## src/rtl/pio_input_conditioner.sv

```systemverilog
// rtl/pio_input_conditioner.sv - read-back conditioning for the 6510 on-chip I/O port
//
// Purpose:
//   Produces the value a CPU read of the port register returns. Pins 0-5 are
//   synchronised and debounced. Pinless bits 6-7 emulate the slow capacitive
//   decay of a released output that was driving 1.
//
// Ports:
//   clock     in   1  system clock, rising edge
//   reset     in   1  synchronous, active-high reset
//   ce        in   1  one-cycle tick per CPU bus cycle; debounce/fade timebase
//   pio_in    in   6  raw asynchronous pin levels, bits 0-5
//   ddr       in   8  data-direction latch, 1 = output
//   data      in   8  output-data latch
//   port_read out  8  conditioned port-register read value
//   changed   out  1  one-clock pulse when port_read shows a new value

module pio_input_conditioner #(
  parameter int DEBOUNCE    = 4,
  parameter int FADE_CYCLES = 350000,
  parameter int FADE_WIDTH  = 20
) (
  input  logic       clock,
  input  logic       reset,
  input  logic       ce,
  input  logic [5:0] pio_in,
  input  logic [7:0] ddr,
  input  logic [7:0] data,
  output logic [7:0] port_read,
  output logic       changed
);

  localparam logic [7:0]            DEB_LAST  = 8'(DEBOUNCE - 1);
  localparam logic [FADE_WIDTH-1:0] FADE_LOAD = FADE_WIDTH'(FADE_CYCLES);
  localparam logic [FADE_WIDTH-1:0] FC_ONE    = {{(FADE_WIDTH-1){1'b0}}, 1'b1};
  localparam logic [FADE_WIDTH-1:0] FC_ZERO   = '0;

  typedef enum logic [1:0] {
    ST_DRIVEN = 2'd0,
    ST_HOLD   = 2'd1,
    ST_FADED  = 2'd2
  } fade_state_t;

  // ------------------------------------------------------------------
  // Two-flop synchroniser. Pins idle high because of the pull-ups, so the
  // flops reset to 1 and do not fake a falling edge after reset.
  // ------------------------------------------------------------------
  logic [5:0] sync_meta;
  logic [5:0] sync_q;

  always_ff @(posedge clock) begin
    if (reset) begin
      sync_meta <= 6'h3F;
      sync_q    <= 6'h3F;
    end else begin
      sync_meta <= pio_in;
      sync_q    <= sync_meta;
    end
  end

  // ------------------------------------------------------------------
  // Debounce, one counter per pin. The counter counts consecutive ce ticks
  // on which the synchronised pin disagrees with the accepted level; any
  // agreeing tick throws the partial count away.
  // ------------------------------------------------------------------
  logic [5:0] stable_q;
  logic [5:0] stable_d;
  logic [7:0] cnt_q [6];
  logic [7:0] cnt_d [6];

  always_comb begin
    stable_d = stable_q;
    for (int i = 0; i < 6; i++) begin
      cnt_d[i] = cnt_q[i];
    end
    if (ce) begin
      for (int i = 0; i < 6; i++) begin
        if (sync_q[i] == stable_q[i]) begin
          cnt_d[i] = 8'd0;
        end else if (cnt_q[i] == DEB_LAST) begin
          stable_d[i] = sync_q[i];
          cnt_d[i]    = 8'd0;
        end else begin
          cnt_d[i] = cnt_q[i] + 8'd1;
        end
      end
    end
  end

  always_ff @(posedge clock) begin
    if (reset) begin
      stable_q <= 6'h3F;
      for (int i = 0; i < 6; i++) begin
        cnt_q[i] <= 8'd0;
      end
    end else begin
      stable_q <= stable_d;
      for (int i = 0; i < 6; i++) begin
        cnt_q[i] <= cnt_d[i];
      end
    end
  end

  // ------------------------------------------------------------------
  // Fade FSMs for bits 6 and 7 (index 0 -> bit 6, index 1 -> bit 7).
  // A released bit that was driving 1 keeps reading 1 for FADE_CYCLES
  // ticks; a released 0 reads 0 at once. Setting the DDR bit wins over
  // everything, including a tick in the same cycle.
  // ------------------------------------------------------------------
  fade_state_t           state_q [2];
  fade_state_t           state_d [2];
  logic [FADE_WIDTH-1:0] fc_q    [2];
  logic [FADE_WIDTH-1:0] fc_d    [2];
  logic [1:0]            q_q;
  logic [1:0]            q_d;
  logic [1:0]            fade_rd;

  // State register
  always_ff @(posedge clock) begin
    if (reset) begin
      for (int j = 0; j < 2; j++) begin
        state_q[j] <= ST_FADED;
        fc_q[j]    <= FC_ZERO;
      end
      q_q <= 2'b00;
    end else begin
      for (int j = 0; j < 2; j++) begin
        state_q[j] <= state_d[j];
        fc_q[j]    <= fc_d[j];
      end
      q_q <= q_d;
    end
  end

  // Next-state logic
  always_comb begin
    q_d = q_q;
    for (int j = 0; j < 2; j++) begin
      state_d[j] = state_q[j];
      fc_d[j]    = fc_q[j];
      if (ddr[6+j]) begin
        state_d[j] = ST_DRIVEN;
        q_d[j]     = data[6+j];
      end else begin
        case (state_q[j])
          ST_DRIVEN: begin
            // The tick on the release edge is deliberately not counted:
            // the load value alone sets the hold length.
            if (q_q[j]) begin
              state_d[j] = ST_HOLD;
              fc_d[j]    = FADE_LOAD;
            end else begin
              state_d[j] = ST_FADED;
            end
          end
          ST_HOLD: begin
            if (ce) begin
              // <= guards the degenerate zero load as an immediate fade.
              if (fc_q[j] <= FC_ONE) begin
                state_d[j] = ST_FADED;
                fc_d[j]    = FC_ZERO;
                q_d[j]     = 1'b0;
              end else begin
                fc_d[j] = fc_q[j] - FC_ONE;
              end
            end
          end
          ST_FADED: begin
            q_d[j] = 1'b0;
          end
          default: begin
            state_d[j] = ST_FADED;
            fc_d[j]    = FC_ZERO;
            q_d[j]     = 1'b0;
          end
        endcase
      end
    end
  end

  // Output logic: the read bit is the next q, so port_read moves on the
  // same edge as the FSM.
  always_comb begin
    fade_rd = q_d;
  end

  // ------------------------------------------------------------------
  // Output register. Built from next-state values so that a direction or
  // data write appears after exactly one clock.
  // ------------------------------------------------------------------
  logic [5:0] pin_rd;
  logic [7:0] read_d;

  always_comb begin
    pin_rd = (ddr[5:0] & data[5:0]) | (~ddr[5:0] & stable_d);
    read_d = {fade_rd, pin_rd};
  end

  always_ff @(posedge clock) begin
    if (reset) begin
      port_read <= 8'h3F;
      changed   <= 1'b0;
    end else begin
      port_read <= read_d;
      changed   <= (read_d != port_read);
    end
  end

endmodule

```

## config.mk

```make
export PLATFORM = sky130hd
export DESIGN_NAME = pio_input_conditioner
export DESIGN_NICKNAME = d
export VERILOG_FILES = /design/src/rtl/pio_input_conditioner.sv
export SDC_FILE = /design/constraint.sdc
export NUM_CORES = 1
export LEC_CHECK = 0
export ABC_AREA = 1
export CORE_MARGIN = 5
export CORE_UTILIZATION = 47
export DETAILED_ROUTE_END_ITERATION = 10
export PLACE_DENSITY_LB_ADDON = 0.08
export SLEW_MARGIN = 20
export SYNTH_ARGS = -nofsm -noshare
export SYNTH_HDL_FRONTEND = slang
export SYNTH_SLANG_ARGS = --single-unit
```

## constraint.sdc

```tcl
create_clock -name clock -period 3.1 [get_ports clock]
set_clock_uncertainty 0.1 [all_clocks]
set_input_delay 0.62 -clock clock [delete_from_list [all_inputs] [get_ports clock]]
set_output_delay 0.62 -clock clock [all_outputs]
set_load 0.01 [all_outputs]
```

==> parameters.txt <==
Parameter                              Value

Run status
  Run status    finished, final reports clean

STA
  RSZ-0062 raised after global routing    false
  Fmax achieved    around 440 MHz
  Worst rel slew slack    64.56%
  Pin slew with the least headroom to its limit    0.5296 ns
  Endpoints failing setup    0
  Final Critical Period    roughly 2.3 ns
  Setup_tns    0 ns
  Final period utilization    73.64%
  Worst Hold Slack    0.2914 ns
  Hold Fails Final Rpt    0
  Final Max Tran Viols    0

Drt
  Total wire length    13,190 um
  M1 wire length    6102 um
  Wire length on met3    between 300 and 400 um
  Vias    5,415
  Drt first-iter violations    299
  Drt via density    4.959
  TritonRoute pass-1 iters    5
  Post-route ant nets    0
  Top layer in use    met4
  Post-detailed-route wirelength per cell    between 10 and 15 um
  Number of design rule violations left after detail routing    0
  Total met2 wirelength after detailed routing    around 6600 um

Critical path
  Peak per-stage delay on the critical path    0.60 ns
  Maximum net fanout on the critical path    18
  Arrival time reported for the critical path endpoint    2.52 ns
  Buffering stage count on the worst path with inverters included    1
  Master of the slowest instance on the critical path    clkdlybuf4s50_1
  Category of the worst setup path capture point    flop
  Startpoint of the worst-slack reg-to-reg timing path    fc_q[0][0]
  Worst Path Required    around 3.3 ns
  Startpoint Class    input pin
  Setup Crit Path Kind    in -> reg
  Cell-by-cell listing of the critical path    clkdlybuf4s50_1 -> nand2_1 -> nand3_1 -> nand2_2 -> nor2_1 -> o21ai_0 -> a21oi_1
  Start point of the critical path    ce
  Kind of cell with the highest combined delay on the critical path    simple AND/OR/NAND/NOR gates

Clocking
  Setup bufs post-CTS    0
  Worst-case clock buffer depth    2
  Number of buffers inserted during clock tree synthesis    17
  Root cell of the clock tree    clkbuf_16
  Clock-pin slew reported for the worst setup and hold paths after clock tree synthesis    ~0.050 ns
  Post-CTS Hold Buffers    0
  Count of instances resized after the clock tree is built    0
  Worst-Skew Late Latency    0.42 ns
  Number of levels in the clock H-tree    4
  Number of sinks on the clock net    119
  CTS tree    done

Placed design
  Final HPWL from detailed placement    9724 um
  Routability congestion estimate    0.8848
  I/O Buffers    33

Pwr
  Ratio of total power to cell area    538.4 nW/um^2
  Switch Pwr    ~0.93 mW
  Worst IR Drop VDD    0.3297 mV
  Power after layout    ~3.8 mW
  Internal portion of total power    2.873 mW
  Leakage power    3.137 nW
  Net switching fraction of the power    24.48%
  Combinational cell fraction of total power    11.7%
  Sequential fraction of design power    42.3%
  Clock group share of total power    46.0%

Yosys
  Mapped cell area    approximately 6000 sq um
  Synth area leader    dfxtp_1
  Netlist cell types    39
  FF+latch count, synth    approximately 120
  Top area cells in the synthesized netlist    dfxtp_1 (39%), nand2_1 (13%), nor2_1 (8.6%)
  Cell count after synthesis    869
  Syn. warnings    0
  Syn Nets    about 900
  Portion of the post-synthesis area used by sequential elements    39.49%
  Synthesized area per cell    between 6 and 7 sq um
  Share of the synthesized area in the top cell type    roughly two fifths

Floorplan
  Row cnt    41
  Initial Utilization    47.81%
  Die boundary width    123.3 um
  Number of top-level pins    34
  Height of the chip    roughly 120 um
  Core Area    12,620 sq um
  Floorplan die area    approximately 15,000 sq um

Finish
  Final standard cell utilization of the core    55.98%
  Sequential cell area    roughly 2400 sq um
  Layout filler cell count    between 1,000 and 1,500
  Layout overhead on the synthesized area    17.09%
  Count of antenna diodes in the layout    0
  Area of the multi-input gates    about 3200 sq um
  Final layout net count    943
  Fraction of layout cells with a size suffix above 1    7.500%

GRT
  Gr ovfl total    0
  Number of antenna violations at the first check in global routing    0
  Total routing usage reported by global routing    18.94%
  Vias in the first global route    5,331
  First-pass GRT wire length    23,050 um
  Pin count of the biggest net entering global routing    46

Min path
  Kind of path behind the tightest hold check    reg -> reg
  Worst hold start    sync_meta[4]

Flow run
  Number of max-cap violations    0
cell usage in the layout, fill, tap and decap left out, types with 6 or more instances in the layout:
cell type / instances
clkbuf_1: 6
or2_2: 17
ha_1: 10
xor2_1: 34
nor3_1: 23
clkbuf_16: 17
nand4_1: 7
nand2_1: 205
nor2_1: 139
xnor2_1: 14
nor3b_1: 11
o21ai_0: 27
nand3_1: 60
or2_1: 6
clkdlybuf4s50_1: 33
dfxtp_1: 119
inv_1: 83
a21oi_1: 55
buf_4: 7
path summary, 6_finish.rpt:
check | end | slack, ns | cells after the start
setup reg to reg | fc_q[0][15] | 0.93 | 9
hold reg to reg | sync_q[4] | 0.29 | 1
hold / removal | sync_q[4] | 0.29 | 1
setup / recovery | fc_q[0][10] | 0.82 | 7
synthesized netlist by cell type (all sizes together):
| cell type | instances |
|---|---|
| nand2 | 208 |
| nor2 | 144 |
| dfxtp | 119 |
| inv | 86 |
| nand3 | 60 |
| a21oi | 55 |
| xor2 | 34 |
| nor3 | 28 |
| o21ai | 28 |
| or2 | 24 |
| xnor2 | 14 |
| nor3b | 12 |
| buf | 10 |
| clkbuf | 10 |
| ha | 10 |
| nand4 | 8 |
| nand3b | 4 |
| nor4 | 4 |
| o21a | 4 |
| and3 | 2 |
| a211oi | 1 |
| a31oi | 1 |
| and2 | 1 |
| o221ai | 1 |
| o31ai | 1 |
cell families (layout without fill, tap and decap cells):
family	count (synthesis)	count (layout)	synth area share [%]
fa+ha+maj	10	10	2.074
flops	119	119	39.49
buf+inv	106	157	6.989
compound gates	91	91	7.984
xor+xnor	48	48	6.968
simple gates	495	495	36.50
cell type report:
class                   instances  area share (%)
flip-flops and latches        119           33.72
multi-input cells             644           45.71
well taps                     172           3.046
repair buffers                 40           5.420
inverters                      86           4.570
clock inverters                 3          0.2125
clock buffers                  28           7.315
metal layers:
| layer | vias to the layer above | track usage (%) |
|---|---|---|
| li1 | 2863 | - |
| met1 | 2464 | 21.84 |
| met2 | 80 | 33.84 |
| met3 | 8 | 4.941 |
| met4 | 0 | 6.505 |
| met5 | - | 0 |
state kept, by name (all words and copies together) (netlist names):
name	count
q_q	2
cnt_q	48
port_read	6
changed	1
sync_meta	6
fc_q	40
sync_q	6
stable_q	6
state_q	4
metrics by stage:
step	instance area, sq um	worst slack (ns)	instances
final	7064	0.8170	1092
after global routing	7064	0.6311	1092
after CTS	7064	0.8436	1092
after detailed placement	6533	0.4033	1061
after global placement	6533	0.4169	1061
after floorplan	6033	1.301	869
power by group through the flow:
| stage | clock (mW) | sequential, mW | combinational, mW |
|---|---|---|---|
| final | 1.75 | 1.61 | 0.446 |
| after floorplan | 0 | 1.63 | 0.323 |
| after global placement | 0 | 1.64 | 0.436 |
| after global routing | 1.85 | 1.61 | 0.506 |
| after CTS | 1.80 | 1.61 | 0.448 |
| after detailed placement | 0 | 1.64 | 0.444 |
No activity file was read; power rests on OpenSTA's default activity.
